==> src/rtl/foxtrot_pkg.sv <==
// foxtrot_pkg: shared dispatch entry type and FU class constants
package foxtrot_pkg;
  localparam int ID_W = 6;
  localparam int PRN_W = 6;
  localparam int OPS = 3;
  localparam int FUS = 4;
  localparam int CLS_W = 2;
  localparam logic [CLS_W-1:0] FU_LSU = 2'd0;
  localparam logic [CLS_W-1:0] FU_BRANCH = 2'd1;
  localparam logic [CLS_W-1:0] FU_ARITH = 2'd2;
  localparam logic [CLS_W-1:0] FU_MISC = 2'd3;
  typedef struct packed {
    logic [ID_W-1:0] inst_id;
    logic [31:0] raw_instr;
    logic [63:0] instr_pc;
    logic [OPS-1:0] prn_input_valid;
    logic [OPS-1:0] prn_input_ready;
    logic [OPS-1:0][PRN_W-1:0] prn_input;
    logic [OPS-1:0] prn_output_valid;
    logic [OPS-1:0][PRN_W-1:0] prn_output;
    logic [CLS_W-1:0] fu_class;
  } dispatch_entry_t;
endpackage

==> src/rtl/fu_class_decode.sv <==
// fu_class_decode: maps an instruction encoding to its functional-unit class
module fu_class_decode
  import foxtrot_pkg::*;
(
  input  logic [31:0]      raw_instr,
  output logic [CLS_W-1:0] fu_class
);
  logic [3:0] b;
  logic unused_bits;
  assign b = raw_instr[28:25];
  assign unused_bits = ^{raw_instr[31:29], raw_instr[24:0]};
  assign fu_class = (b[2] && !b[0]) ? FU_LSU :
                    (b[3:1] == 3'b101) ? FU_BRANCH :
                    (b[3:1] == 3'b100 || b[2:0] == 3'b101) ? FU_ARITH : FU_MISC;
endmodule

==> src/rtl/dispatch_router.sv <==
// dispatch_router: in-order dispatch FIFO with FU classification and operand wakeup
module dispatch_router
  import foxtrot_pkg::*;
#(
  parameter int INST_ID_BITS = ID_W,
  parameter int PRN_BITS = PRN_W,
  parameter int MAX_OPERANDS = OPS,
  parameter int FU_COUNT = FUS,
  parameter int DEPTH = 4
) (
  input  logic                    clk,
  input  logic                    rst,
  input  logic                    flush,
  input  logic                    in_valid,
  output logic                    in_ready,
  input  logic [INST_ID_BITS-1:0] in_inst_id,
  input  logic [31:0]             in_raw_instr,
  input  logic [63:0]             in_instr_pc,
  input  logic                    in_prn_input_valid [MAX_OPERANDS],
  input  logic                    in_prn_input_ready [MAX_OPERANDS],
  input  logic [PRN_BITS-1:0]     in_prn_input [MAX_OPERANDS],
  input  logic                    in_prn_output_valid [MAX_OPERANDS],
  input  logic [PRN_BITS-1:0]     in_prn_output [MAX_OPERANDS],
  input  logic                    set_prn_ready [FU_COUNT][MAX_OPERANDS],
  input  logic [PRN_BITS-1:0]     set_prn [FU_COUNT][MAX_OPERANDS],
  input  logic                    queue_ready [FU_COUNT],
  output logic                    inst_valid [FU_COUNT],
  output logic [INST_ID_BITS-1:0] inst_id,
  output logic [31:0]             raw_instr,
  output logic [63:0]             instr_pc,
  output logic                    prn_input_valid [MAX_OPERANDS],
  output logic                    prn_input_ready [MAX_OPERANDS],
  output logic [PRN_BITS-1:0]     prn_input [MAX_OPERANDS],
  output logic                    prn_output_valid [MAX_OPERANDS],
  output logic [PRN_BITS-1:0]     prn_output [MAX_OPERANDS]
);
  localparam int PW = $clog2(DEPTH);
  dispatch_entry_t mem [DEPTH];
  dispatch_entry_t in_entry, hd;
  logic [PW-1:0] head, tail;
  logic [PW:0] count;
  logic [CLS_W-1:0] in_class;
  logic head_valid, push, pop;
  function automatic logic hit(input logic [PRN_BITS-1:0] p);
    hit = 1'b0;
    for (int f = 0; f < FU_COUNT; f++)
      for (int j = 0; j < MAX_OPERANDS; j++)
        hit |= set_prn_ready[f][j] && set_prn[f][j] == p;
  endfunction
  fu_class_decode u_dec (.raw_instr(in_raw_instr), .fu_class(in_class));
  // incoming entry, with operands already woken by this cycle's broadcasts
  always_comb begin
    in_entry = '0;
    in_entry.inst_id = in_inst_id;
    in_entry.raw_instr = in_raw_instr;
    in_entry.instr_pc = in_instr_pc;
    in_entry.fu_class = in_class;
    for (int i = 0; i < MAX_OPERANDS; i++) begin
      in_entry.prn_input_valid[i] = in_prn_input_valid[i];
      in_entry.prn_input_ready[i] = in_prn_input_ready[i] | (in_prn_input_valid[i] & hit(in_prn_input[i]));
      in_entry.prn_input[i] = in_prn_input[i];
      in_entry.prn_output_valid[i] = in_prn_output_valid[i];
      in_entry.prn_output[i] = in_prn_output[i];
    end
  end
  // head presentation and handshake; ready bits include same-cycle wakeups
  always_comb begin
    hd = mem[head];
    head_valid = |count;
    in_ready = !count[PW];
    push = in_valid && in_ready && !flush;
    pop = head_valid && queue_ready[hd.fu_class] && !flush;
    for (int k = 0; k < FU_COUNT; k++)
      inst_valid[k] = head_valid && hd.fu_class == CLS_W'(k) && queue_ready[k] && !flush;
    inst_id = hd.inst_id;
    raw_instr = hd.raw_instr;
    instr_pc = hd.instr_pc;
    for (int i = 0; i < MAX_OPERANDS; i++) begin
      prn_input_valid[i] = hd.prn_input_valid[i];
      prn_input_ready[i] = hd.prn_input_ready[i] | (hd.prn_input_valid[i] & hit(hd.prn_input[i]));
      prn_input[i] = hd.prn_input[i];
      prn_output_valid[i] = hd.prn_output_valid[i];
      prn_output[i] = hd.prn_output[i];
    end
  end
  // FIFO pointers, occupancy, storage and sticky operand wakeup
  always_ff @(posedge clk or posedge rst) begin
    if (rst) begin
      head <= '0;
      tail <= '0;
      count <= '0;
      for (int e = 0; e < DEPTH; e++) mem[e] <= '0;
    end else if (flush) begin
      head <= '0;
      tail <= '0;
      count <= '0;
    end else begin
      for (int e = 0; e < DEPTH; e++)
        for (int i = 0; i < MAX_OPERANDS; i++)
          if (mem[e].prn_input_valid[i] && hit(mem[e].prn_input[i])) mem[e].prn_input_ready[i] <= 1'b1;
      if (push) mem[tail] <= in_entry;
      if (push) tail <= tail + 1'b1;
      if (pop) head <= head + 1'b1;
      count <= count + {{PW{1'b0}}, push} - {{PW{1'b0}}, pop};
    end
  end
endmodule

==> config.mk <==
export PLATFORM = sky130hd
export DESIGN_NAME = dispatch_router
export DESIGN_NICKNAME = d
export VERILOG_FILES = /design/src/rtl/foxtrot_pkg.sv /design/src/rtl/fu_class_decode.sv /design/src/rtl/dispatch_router.sv
export SDC_FILE = /design/constraint.sdc
export NUM_CORES = 2
export LEC_CHECK = 0
export BUFFER_PORTS_ARGS = -buffer_cell sky130_fd_sc_hd__buf_4
export CAP_MARGIN = 20
export CORE_ASPECT_RATIO = 1.4
export CORE_MARGIN = 2
export CORE_UTILIZATION = 61
export DETAILED_ROUTE_END_ITERATION = 16
export PLACE_DENSITY = 0.82
export SYNTH_ARGS = -nofsm -noshare
export SYNTH_HDL_FRONTEND = slang
export SYNTH_SLANG_ARGS = --single-unit
==> constraint.sdc <==
create_clock -name clk -period 30.1 [get_ports clk]
set_input_delay 6.02 -clock clk [delete_from_list [all_inputs] [get_ports clk]]
set_output_delay 6.02 -clock clk [all_outputs]
set_load 0.01 [all_outputs]
==> impl_results.md <==
- Outcome: completed
- Max clock buf depth: 3
- Drt total wl: 205 mm
- Depth of the CTS H-tree: 2
- Worst slew margin: 0.0605
- Largest net degree at the start of global routing: 132
- Top cell type's share of synthesized area: 0.351
- DPL Wire Length: 123 mm
- NumNets Final: 5,254
- Fraction of layout cells with a size suffix above 1: 0.162
- WHS Endpoint: mem[108]$_DFFE_PP0P_
- Post-Syn Area: 42,900 um^2
- Commonest non-fill, non-tap cell in the layout: nand2_1
- Worst R2R End: count[2]$_DFF_PP0_
- Core region area: 69,900 um^2
- Vias in the first global route: 38,500
- Worst-path clk slew: 60 ps
- Worst EP arrival: 8570 ps
- Crit share post-route: 0.485
- Critical setup path kind: in2out
- Initial drt markers: 6,213
- Layout Utilization: 0.683
- Hold_sp: mem[108]$_DFFE_PP0P_
- WL met2: 82.2 mm
- CTS tree: built
- DIE WIDTH: 228 um
- R2r setup slk: 24,860 ps
- Number of slew-limit violations in the final report: 0
- Syn Inst Count: 4,962
- Highest metal used: met5
- Sequential fraction of the synthesis area: 0.351
- WL/cell: 34.0 um
- Area Growth Syn to Fin: 11.3%
- F_max: 68.5 MHz
- Clock Sinks: 603
- Crit Path Max Fanout: 18
- CP required: 24,080 ps
- Most frequent cells in the layout: nand2_1, xnor2_1, xor2_1
- Layout Skew: 18.9 ps
- Initial Util: 0.614
- Via count: 40,500
- Placed Cells: 5,857
- Critical Path Sink Type: primary output
- GRT Resource Usage Total: 0.569
- Die height: 318 um
- Final Hold Viols: 0
- Yosys top cell by area: dfrtp_1
- Worst hold path depth: 2
- Most used DFF post-synth: dfrtp_1
- Top cells by area, synth: dfrtp_1, nand2_1, xnor2_1, xor2_1, mux4_2
- Peak supply drop: 72.2 uV
- RSZ-0062 raised after global routing: false
- Post-Syn Nets: 5,208
- Port bufs: 390
- Routability cong.: 1.15
- DRT met1 WL: 65.4 mm
- Drt first pass iters: 9
- Yosys cell types: 40
- Syn_area_per_cell: 8.65 um^2
- Leakage: 22.1 nW
- Asr flop ratio synth: 1.00
- Vias per std cell: 6.72
- Final std cells w/o fill: 6,029
- Row count: 115
- Clock latency on the worst-skew pair: 660 ps
- Max Cap Viol: 0
- Resized Gates After CTS: 0
- Final Critical Period: 14,590 ps
- # hold bufs at CTS: 0
- Slew @ Worst Pin: 1400 ps
- Final Setup Violations: 0
- Reg-to-reg startpoint: head[0]$_DFFE_PP0P_
- Setup bufs post-CTS: 0
- DRC Markers: 0
- Total power: 4.83 mW
- Post-DRT Antenna Nets: 0
- HP Class: reg2reg
- First-pass GRT wire length: 291 mm
- Crit path launch type: primary input
- Power Density: 101 nW/um^2
- Initial antenna violation count: 57
- R2R depth: 13
- Synthesis Warnings: 0
- Root Buffer: clkbuf_16
- Min setup slack post-route: 15,510 ps
- Synthesized flop and latch total: 603
- # IOs: 391
- Grt ovf: 0
- Met3 wire len: 32.7 mm
- Setup TNS: 0 ps
- Number of synthesized flops with an enable pin: 0
- CTS Buf Count: 56
- Die area: 72,600 um^2
- Setup WS pre-CTS: 15,950 ps
-- metal layers --
metal / GRT usage / vias to the layer above
met2: 0.758 / 3471
met1: 0.648 / 19700
met4: 0.523 / 34
met3: 0.306 / 1152
li1: - / 16100
met5: 0.0253 / -
-- registers in the layout, summed over array words and instances (netlist names) --
signal and cells:
tail 2, head 2, mem 596, count 3
-- layout make-up --
class	instances	area (um^2)
Inverter	10	45.0
Tap cell	936	1170
Multi-Input combinational cell	3812	25400
Fill cell	5534	22100
Antenna cell	40	100
Clock inverter	26	387
Clock buffer	77	1590
Timing Repair Buffer	525	3950
Sequential cell	603	15100
-- cell usage after synthesis (all sizes together), types with 10 or more instances --
library cell,n
buf,398
clkbuf,139
dfrtp,603
inv,10
mux4,149
nand2,1744
nand4,218
nor2,41
nor4,256
o21ai,14
or4,10
xnor2,652
xor2,647
-- worst max-delay path by stage --
| stage | cells after the start | endpoint | startpoint | slack [ps] |
|---|---|---|---|---|
| after CTS | 8 | prn_input_ready[2] | set_prn[8] | 15940 |
| after floorplan | 1 | count[0]$_DFF_PP0_ | rst | 7200 |
| final | 8 | prn_input_ready[0] | set_prn[59] | 15510 |
| after detailed placement | 8 | prn_input_ready[2] | set_prn[6] | 15950 |
| after global placement | 8 | prn_input_ready[2] | set_prn[6] | 15960 |
| after global routing | 8 | prn_input_ready[0] | set_prn[56] | 15420 |
-- through the flow --
| stage | hold WS, ps | cell area [um^2] |
|---|---|---|
| final | 470 | 47800 |
| after global routing | 492 | 47800 |
| after CTS | 472 | 47300 |
| after detailed placement | 457 | 45300 |
| after global placement | 451 | 45300 |
| after floorplan | 440 | 42900 |
-- cell families after synthesis --
group           count (synthesis)  synth area share
simple gates                 2296             0.231
xor+xnor                     1299             0.265
flops                         603             0.351
buf+inv                       547            0.0620
mux                           158            0.0802
compound gates                 52           0.00830
fa+ha+maj                       7           0.00221
-- critical path, cell delays in order --
cell and delay (ps):
buf_4 310, xnor2_1 170, nand4_1 120, nor4_1 850, nor4_1 330, nand3_1 230
a21o_1 330, buf_4 190
-- where the power goes --
part / switching [mW] / leakage (nW) / internal [mW]
registers: 0.251 / 7.76 / 1.14
clock network: 0.333 / 0.975 / 0.434
logic: 1.67 / 13.3 / 0.993
Note: power is estimated with default switching activity, not from simulation.
